<file path="config.mk">
export PLATFORM = sky130hd
export DESIGN_NAME = fp_issue_ctrl_flat
export DESIGN_NICKNAME = d
export VERILOG_FILES = /design/src/rtl/fp_issue_ctrl_if.sv /design/src/rtl/fp_issue_ctrl.sv /design/src/flat_wrapper.sv
export SDC_FILE = /design/constraint.sdc
export NUM_CORES = 1
export LEC_CHECK = 0
export CELL_PAD_IN_SITES_DETAIL_PLACEMENT = 0
export CELL_PAD_IN_SITES_GLOBAL_PLACEMENT = 1
export CORE_ASPECT_RATIO = 0.9
export CORE_MARGIN = 2
export CORE_UTILIZATION = 26
export DETAILED_ROUTE_END_ITERATION = 12
export PLACE_DENSITY_LB_ADDON = 0.1
export SKIP_LAST_GASP = 1
export SYNTH_ARGS = -nofsm -noshare
export SYNTH_HDL_FRONTEND = slang
export SYNTH_SLANG_ARGS = --single-unit
export TNS_END_PERCENT = 30
</file>
<file path="constraint.sdc">
create_clock -name clk -period 2.88 [get_ports clk]
set_input_delay 0.576 -clock clk [delete_from_list [all_inputs] [get_ports clk]]
set_output_delay 0.576 -clock clk [all_outputs]
set_load 0.01 [all_outputs]
</file>
<file path="src/rtl/fp_issue_ctrl_if.sv">
// Decode-side and writeback-side signal bundle of the single-outstanding FP issue controller.
// The master modport is the pipeline driving decode information; slave is the controller.
interface fp_issue_ctrl_if;
    logic [31:0] InstrD;
    logic        IsFpD;
    logic [1:0]  FpOpD;
    logic        AdvanceD;
    logic        FlushE;
    logic        FpStallD;
    logic        FpStartE;
    logic [1:0]  FpOpE;
    logic        FpBusy;
    logic        FpWriteW;
    logic [4:0]  FpRdW;
    logic        FpIllegalD;

    modport master (
        output InstrD, IsFpD, FpOpD, AdvanceD, FlushE,
        input  FpStallD, FpStartE, FpOpE, FpBusy, FpWriteW, FpRdW, FpIllegalD
    );

    modport slave (
        input  InstrD, IsFpD, FpOpD, AdvanceD, FlushE,
        output FpStallD, FpStartE, FpOpE, FpBusy, FpWriteW, FpRdW, FpIllegalD
    );
endinterface

</file>
<file path="src/rtl/fp_issue_ctrl.sv">
// Single-outstanding FP issue/completion controller: times one op with a latency counter, stalls decode on busy/RAW.
// Latency: start pulse one cycle after issue, writeback LAT cycles after start. FP_DIV_EN enables FDIV.S.
module fp_issue_ctrl #(
    parameter int LAT_ADD = 3,
    parameter int LAT_MUL = 4,
    parameter int LAT_DIV = 12
) (
    input  logic           clk,
    input  logic           reset,
    fp_issue_ctrl_if.slave bus
);
    localparam logic [1:0] IDLE  = 2'd0;
    localparam logic [1:0] START = 2'd1;
    localparam logic [1:0] COUNT = 2'd2;

    generate
        if (LAT_ADD < 1 || LAT_ADD > 31 || LAT_MUL < 1 || LAT_MUL > 31 ||
            LAT_DIV < 1 || LAT_DIV > 31) begin : g_lat_range_err
            $error("fp_issue_ctrl: latency parameters must lie in 1..31");
        end
    endgenerate

    logic [1:0] state_q, state_d;
    logic [4:0] cnt_q, cnt_d;
    logic [1:0] op_q, op_d;
    logic [4:0] rd_q, rd_d;
    logic [4:0] lat_m1;
    logic [4:0] rs1, rs2;
    logic       busy, wb, legal, issue_req, raw, stall, issue;
    logic       unused_instr;

    assign rs1          = bus.InstrD[19:15];
    assign rs2          = bus.InstrD[24:20];
    assign unused_instr = ^{bus.InstrD[31:25], bus.InstrD[14:12], bus.InstrD[6:0]};

    assign busy      = (state_q != IDLE);
    assign wb        = (state_q == COUNT) && (cnt_q == 5'd0);
    assign issue_req = bus.IsFpD & bus.AdvanceD & ~bus.FlushE;
    assign raw       = (rs1 == rd_q) || (rs2 == rd_q);

`ifdef FP_DIV_EN
    assign legal          = 1'b1;
    assign bus.FpIllegalD = 1'b0;
`else
    assign legal          = (bus.FpOpD != 2'b11);
    assign bus.FpIllegalD = issue_req & (bus.FpOpD == 2'b11);
`endif

    // Stall is a decode of state and decode inputs only, never of AdvanceD.
    assign stall = bus.IsFpD & legal & busy & (~wb | raw);
    assign issue = issue_req & legal & ~stall;

    always_comb begin
        lat_m1 = 5'(LAT_ADD - 1);
        if (bus.FpOpD == 2'b10)
            lat_m1 = 5'(LAT_MUL - 1);
`ifdef FP_DIV_EN
        if (bus.FpOpD == 2'b11)
            lat_m1 = 5'(LAT_DIV - 1);
`endif
    end

    always_comb begin
        state_d = state_q;
        cnt_d   = cnt_q;
        op_d    = op_q;
        rd_d    = rd_q;
        case (state_q)
            IDLE:  ;
            START: state_d = COUNT;
            COUNT: begin
                if (cnt_q == 5'd0)
                    state_d = IDLE;
                else
                    cnt_d = cnt_q - 5'd1;
            end
            default: state_d = IDLE;
        endcase
        // Issue is only possible from IDLE or the writeback cycle, so it overrides completion.
        if (issue) begin
            state_d = START;
            cnt_d   = lat_m1;
            op_d    = bus.FpOpD;
            rd_d    = bus.InstrD[11:7];
        end
    end

    always_ff @(posedge clk) begin
        if (reset) begin
            state_q <= IDLE;
            cnt_q   <= 5'd0;
            op_q    <= 2'b00;
            rd_q    <= 5'd0;
        end else begin
            state_q <= state_d;
            cnt_q   <= cnt_d;
            op_q    <= op_d;
            rd_q    <= rd_d;
        end
    end

    assign bus.FpStallD = stall;
    assign bus.FpStartE = (state_q == START);
    assign bus.FpOpE    = op_q;
    assign bus.FpBusy   = busy;
    assign bus.FpWriteW = wb;
    assign bus.FpRdW    = rd_q;
endmodule
</file>
<file path="src/flat_wrapper.sv">
// flat-port wrapper written by rule: the top's interface ports become plain ports
module fp_issue_ctrl_flat 
#(
    parameter int LAT_ADD = 3,
    parameter int LAT_MUL = 4,
    parameter int LAT_DIV = 12
)
  (clk, reset, bus_InstrD, bus_IsFpD, bus_FpOpD, bus_AdvanceD, bus_FlushE, bus_FpStallD, bus_FpStartE, bus_FpOpE, bus_FpBusy, bus_FpWriteW, bus_FpRdW, bus_FpIllegalD);
  fp_issue_ctrl_if bus_i ();
  input  logic clk;
  input  logic reset;
  input wire logic [$bits(bus_i.InstrD)-1:0] bus_InstrD;
  input wire logic [$bits(bus_i.IsFpD)-1:0] bus_IsFpD;
  input wire logic [$bits(bus_i.FpOpD)-1:0] bus_FpOpD;
  input wire logic [$bits(bus_i.AdvanceD)-1:0] bus_AdvanceD;
  input wire logic [$bits(bus_i.FlushE)-1:0] bus_FlushE;
  output wire logic [$bits(bus_i.FpStallD)-1:0] bus_FpStallD;
  output wire logic [$bits(bus_i.FpStartE)-1:0] bus_FpStartE;
  output wire logic [$bits(bus_i.FpOpE)-1:0] bus_FpOpE;
  output wire logic [$bits(bus_i.FpBusy)-1:0] bus_FpBusy;
  output wire logic [$bits(bus_i.FpWriteW)-1:0] bus_FpWriteW;
  output wire logic [$bits(bus_i.FpRdW)-1:0] bus_FpRdW;
  output wire logic [$bits(bus_i.FpIllegalD)-1:0] bus_FpIllegalD;
  assign bus_i.InstrD = bus_InstrD;
  assign bus_i.IsFpD = bus_IsFpD;
  assign bus_i.FpOpD = bus_FpOpD;
  assign bus_i.AdvanceD = bus_AdvanceD;
  assign bus_i.FlushE = bus_FlushE;
  assign bus_FpStallD = bus_i.FpStallD;
  assign bus_FpStartE = bus_i.FpStartE;
  assign bus_FpOpE = bus_i.FpOpE;
  assign bus_FpBusy = bus_i.FpBusy;
  assign bus_FpWriteW = bus_i.FpWriteW;
  assign bus_FpRdW = bus_i.FpRdW;
  assign bus_FpIllegalD = bus_i.FpIllegalD;
  fp_issue_ctrl #(.LAT_ADD(LAT_ADD), .LAT_MUL(LAT_MUL), .LAT_DIV(LAT_DIV)) u_core (.clk(clk), .reset(reset), .bus(bus_i));
endmodule
</file>
==> impl_metrics.ini, run 1 <==
[run_status]
status = completed

[drt]
dr.pass1.iters = 4
antenna_left = 0
drt_iter0_drc = 25
viasPerCell = 4.38
drc = 0
wl_um = 2080
post_drt_wl_per_cell_um = 12.0
vias = 758

[clock_network]
cts_sinks = 14
clk_latency_ns = 0.27
cts_resized = 1
post-cts-setup-buffer-count = 0
holdBufCountCts = 0
clkSlewWorstSetupHoldPaths_ns = 0.08
clock-root-buffer = clkbuf_4
numCtsBuffers = 3
h-tree-depth = 1
tritoncts = done
clock_path_buffers = 2

[floorplanning]
die-area_um2 = 3580
top_level_ports = 51
num_rows = 19
die_x_um = 62.8
fp.dieH_um = 56.9
core_um2 = 3020
start_util = 0.268

[logic_synthesis]
netlist.area_leader.share = 0.346
synth_warnings = 0
synth_seq_cells = 14
yosysUniqueCellTypes = 30
synth_cells = 94
ys_seq_area_frac = 0.346
syn-cell-area_um2 = 810
yosys.area.top_type = dfxtp_1
syn_nets = 135
syn_area_per_cell_um2 = 8.61
synth.area.top_cells = dfxtp_1 35%, xnor2_1 12%, nand2_1 6.0%

[sta]
fin_crit_sh = 0.888
setup_ws_ns = 0.324
skew_ns = 0.00176
max_freq_mhz = 391
hold_violations = 0
rsz0062_at_grt = false
tightest_slew_ns = 0.543
setup-tns-final_ns = 0
hold_ws_ns = 0.473
period_needed_ns = 2.56
slew_viol_final = 0
setup_viol = 0
relSlewSlack = 0.637

[finish]
final_area_um2 = 1240
final_util = 0.412
antenna_cells = 0
area_delta_synth_final_pct = 53.8
drive_above_1_share = 0.137
finalNonFillerCells = 173
final_nets = 174

[place]
io_buffers = 33
hpwl_um = 1540
placed_cells_incl_taps = 170
gp_congestion = 0.679
post_dp_cell_area_um2 = 1210
dp_slack_ns = -0.0385

[global_route]
grt_pass1_wl_um = 3350
antenna_found_initial = 0
grt-ovfl-total = 0
grt_pass1_vias = 718
grt_start_max_net_pins = 16
track_usage = 0.119

[worst_setup_path]
crit_fanout = 3
crit_type = register to primary output
worstPathArrival_ns = 1.98
end_kind = primary output
cp-start-kind = register
required_ns = 2.30

[pwr]
total_power_mw = 0.398
powerDensity_nw_per_um2 = 320
leakage_nw = 0.463
vdd_drop_max_mv = 0.161

[hold_path]
min_path_type = register to register

[job]
cap_violations = 0
## Yosys cell counts
library cell / number
dfxtp_1: 14
nand2_1: 13
xnor2_1: 11
o21ai_0: 6
nor3_1: 5
o311ai_0: 5
clkbuf_1: 3
inv_1: 3
nand3_1: 3
nor2_1: 3
xor2_1: 3
ha_1: 2
nand2b_1: 2
nand4_1: 2
nor2b_1: 2
nor4_1: 2
or2_2: 2
a211oi_2: 1
a21oi_1: 1
a2bb2oi_1: 1
a31o_2: 1
buf_6: 1
mux2i_1: 1
nand3b_1: 1
nor2_2: 1
nor2_4: 1
o211a_1: 1
o22ai_1: 1
or3_4: 1
or4b_4: 1
## placed cells by master (no fill, tap or decap), types with 5 or more instances in the layout
cell and count:
nor3_1 5, xnor2_1 11, clkdlybuf4s50_1 32, o311ai_0 5, nand2_1 13, o21ai_0 6
dfxtp_1 14, buf_4 5
## per-layer routing
metal  routed length (µm)  share of wire  vias up  GRT usage
li1                     -              -      407          -
met1                 1120           0.54      329      0.176
met2                  822           0.40       20      0.161
met3                  124          0.060        2     0.0414
met4                   13         0.0063        0     0.0381
met5                    0              0        -          0
## flip-flops by register name, summed over array words and instances, names as in the netlist
name	cells
u_core.cnt_q	5
u_core.state_q	2
u_core.bus.FpRdW	5
u_core.bus.FpOpE	2
## kinds of logic (layout without fill, tap and decap cells)
logic type / count (synthesis) / in the layout / synth area share
simple gates: 39 / 39 / 0.263
compound gates: 17 / 17 / 0.155
xor+xnor: 14 / 14 / 0.151
flops: 14 / 14 / 0.346
buf+inv: 7 / 44 / 0.0417
fa+ha+maj: 2 / 2 / 0.0309
mux: 1 / 1 / 0.0124
## path summary, 6_finish.rpt
check                           start             endpoint  slack [ns]  cells after the start
setup / recovery      u_core.cnt_q[0]         bus_FpWriteW        0.32                      5
hold / removal    u_core.bus.FpOpE[1]  u_core.bus.FpOpE[1]        0.47                      2
setup reg to reg      u_core.cnt_q[0]  u_core.bus.FpOpE[0]        0.69                      8
hold reg to reg   u_core.bus.FpOpE[1]  u_core.bus.FpOpE[1]        0.47                      2
## worst max-delay path: stages (launching register included)
cell and delay, ns:
dfxtp_1 0.34, inv_1 0.08, ha_1 0.16, or4b_4 0.48, nor2_4 0.12, clkdlybuf4s50_1 0.54
## where the power goes
part	total [mW]	switching, mW	internal [mW]	leakage [nW]
Sequential	0.204	0.00498	0.199	0.113
Combinational	0.0877	0.0329	0.0548	0.336
Clock	0.107	0.0588	0.0483	0.0138
Total	0.398	0.0967	0.302	0.463
## cell type report
cell class | count | area (µm²)
clock buffer | 3 | 22.5
tap | 42 | 52.6
timing repair buffer | 38 | 370
fill | 327 | 1770
multi-input combinational | 73 | 508
sequential | 14 | 280
inverter | 3 | 11.3
(Power assumes the default switching activity.)
==> run 2: changes to the inputs <==
--- a/config.mk
+++ b/config.mk
@@ -16,4 +16,4 @@
 export SYNTH_ARGS = -nofsm -noshare
 export SYNTH_HDL_FRONTEND = slang
 export SYNTH_SLANG_ARGS = --single-unit
-export TNS_END_PERCENT = 30
+export TNS_END_PERCENT = 50
==> constraint.sdc (replaced) <==
create_clock -name clk -period 2.88 [get_ports clk]
set_input_delay 0.576 -clock clk [delete_from_list [all_inputs] [get_ports clk]]
set_output_delay 0.576 -clock clk [all_outputs]
set_load 0.005 [all_outputs]
==> run 2 against run 1 <==
- final cell count decreased by 0.58%
- largest power group unchanged
- global-route usage is 0.52 points higher
- register-to-register slack about the same
- power shrank 1.1%
- non-clock buffer count down 1
- first-iteration DRC count increased by 16%
- critical path depth unchanged
- count of clock-buffer cells in the layout unchanged
==> impl_metrics.ini, run 2 (same netlist as run 1, synthesis figures left out) <==
[run_status]
status = completed

[floorplanning]
die-area_um2 = 3580
fp.dieH_um = 56.9
die_x_um = 62.8
num_rows = 19
core_um2 = 3020
start_util = 0.268
top_level_ports = 51

[clock_network]
numCtsBuffers = 3
clkSlewWorstSetupHoldPaths_ns = 0.08
post-cts-setup-buffer-count = 0
clk_latency_ns = 0.27
tritoncts = done
cts_sinks = 14
clock_path_buffers = 2
holdBufCountCts = 0
h-tree-depth = 1
clock-root-buffer = clkbuf_4

[drt]
vias = 766
post_drt_wl_per_cell_um = 11.9
antenna_left = 0
viasPerCell = 4.45
drt_iter0_drc = 29
drc = 0
wl_um = 2050
dr.pass1.iters = 3

[sta]
relSlewSlack = 0.658
setup-tns-final_ns = 0
setup_viol = 0
max_freq_mhz = 398
skew_ns = 0.00294
hold_ws_ns = 0.465
fin_crit_sh = 0.873
tightest_slew_ns = 0.512
slew_viol_final = 0
hold_violations = 0
period_needed_ns = 2.51
rsz0062_at_grt = false

[worst_setup_path]
worstPathArrival_ns = 1.94
cp-start-kind = register
required_ns = 2.30
rr_endpoint = u_core.bus.FpOpE[0]
rrSetupSlack_ns = 0.69
ff2ff_path_depth = 8
rr_startpoint = u_core.cnt_q[0]
crit_end = bus_FpWriteW
critPathLaunch = u_core.cnt_q[0]
end_kind = primary output
crit_type = register to primary output
crit_fanout = 3

[global_route]
grt_pass1_vias = 727
track_usage = 0.124
grt-ovfl-total = 0
grt_pass1_wl_um = 3500
grt_start_max_net_pins = 16
antenna_found_initial = 0

[place]
hpwl_um = 1550
post_dp_cell_area_um2 = 1200
placed_cells_incl_taps = 169
gp_congestion = 0.660
io_buffers = 33

[pwr]
leakage_nw = 0.459
vdd_drop_max_mv = 0.148
powerDensity_nw_per_um2 = 318

[hold_path]
min_path_type = register to register
min_from = u_core.bus.FpOpE[1]

[finish]
final_nets = 173
fillers = 324
final_area_um2 = 1240
multi_input_area_um2 = 508
area_delta_synth_final_pct = 52.9
layout_commonest_cell = clkdlybuf4s50_1
antenna_cells = 0
register_area_um2 = 280
drive_above_1_share = 0.131
final_cell_mix = 32 x clkdlybuf4s50_1, 14 x dfxtp_1, 13 x nand2_1, 11 x xnor2_1, 6 x o21ai_0
finalNonFillerCells = 172

[job]
cap_violations = 0
run 2: changes by cell type in the layout (fill, tap and decap cells not counted), sizes merged:
cell  delta
buf      -1
run 2: area by class of cell:
cell class / count / area share
multi-input combinational: 73 / 0.411
timing repair buffer: 37 / 0.293
sequential: 14 / 0.226
tap: 42 / 0.0425
clock buffer: 3 / 0.0182
inverter: 3 / 0.00910
run 2: metrics by stage:
step / setup slack (ns) / power, mW / utilization
2_1_floorplan: 0.824 / 0.243 / -
3_3_place_gp: -0.0251 / 0.292 / 0.397
6_report: 0.366 / 0.394 / 0.410
3_5_place_dp: -0.00627 / 0.292 / 0.397
5_1_grt: 0.255 / 0.420 / 0.410
4_1_cts: 0.0623 / 0.402 / 0.407
run 2: how the worst min path moves through the flow:
stage	cells past startpoint	endpoint
6_report	2	u_core.bus.FpOpE[1]
2_1_floorplan	2	u_core.bus.FpOpE[1]
3_5_place_dp	2	u_core.bus.FpOpE[1]
3_3_place_gp	2	u_core.bus.FpOpE[1]
5_1_grt	2	u_core.bus.FpOpE[1]
4_1_cts	2	u_core.bus.FpOpE[1]
run 2: what timing repair did:
action                                  CTS  global route
pin swaps                                 0             1
endpoints found under the setup margin    1             1
endpoints found under the hold margin     0             0
gates resized for setup                   1             2
run 2: per-layer routing:
layer | vias to the layer above | share of wire | wire length, µm | track usage
li1 | 404 | - | - | -
met1 | 340 | 0.53 | 1090 | 0.187
met2 | 20 | 0.39 | 808 | 0.152
met3 | 2 | 0.066 | 136 | 0.0473
met4 | 0 | 0.0083 | 17 | 0.0571
met5 | - | 0 | 0 | 0
run 2: critical path: stages (launching register included):
cell             delay, ns
dfxtp_1               0.33
inv_1                 0.08
ha_1                  0.16
or4b_4                0.48
nor2_4                0.11
clkdlybuf4s50_1       0.51
run 2: power by group:
part,switching [mW],internal [mW],leakage [nW]
Sequential,0.00493,0.199,0.113
Clock,0.0576,0.0484,0.0138
Combinational,0.0307,0.0540,0.332
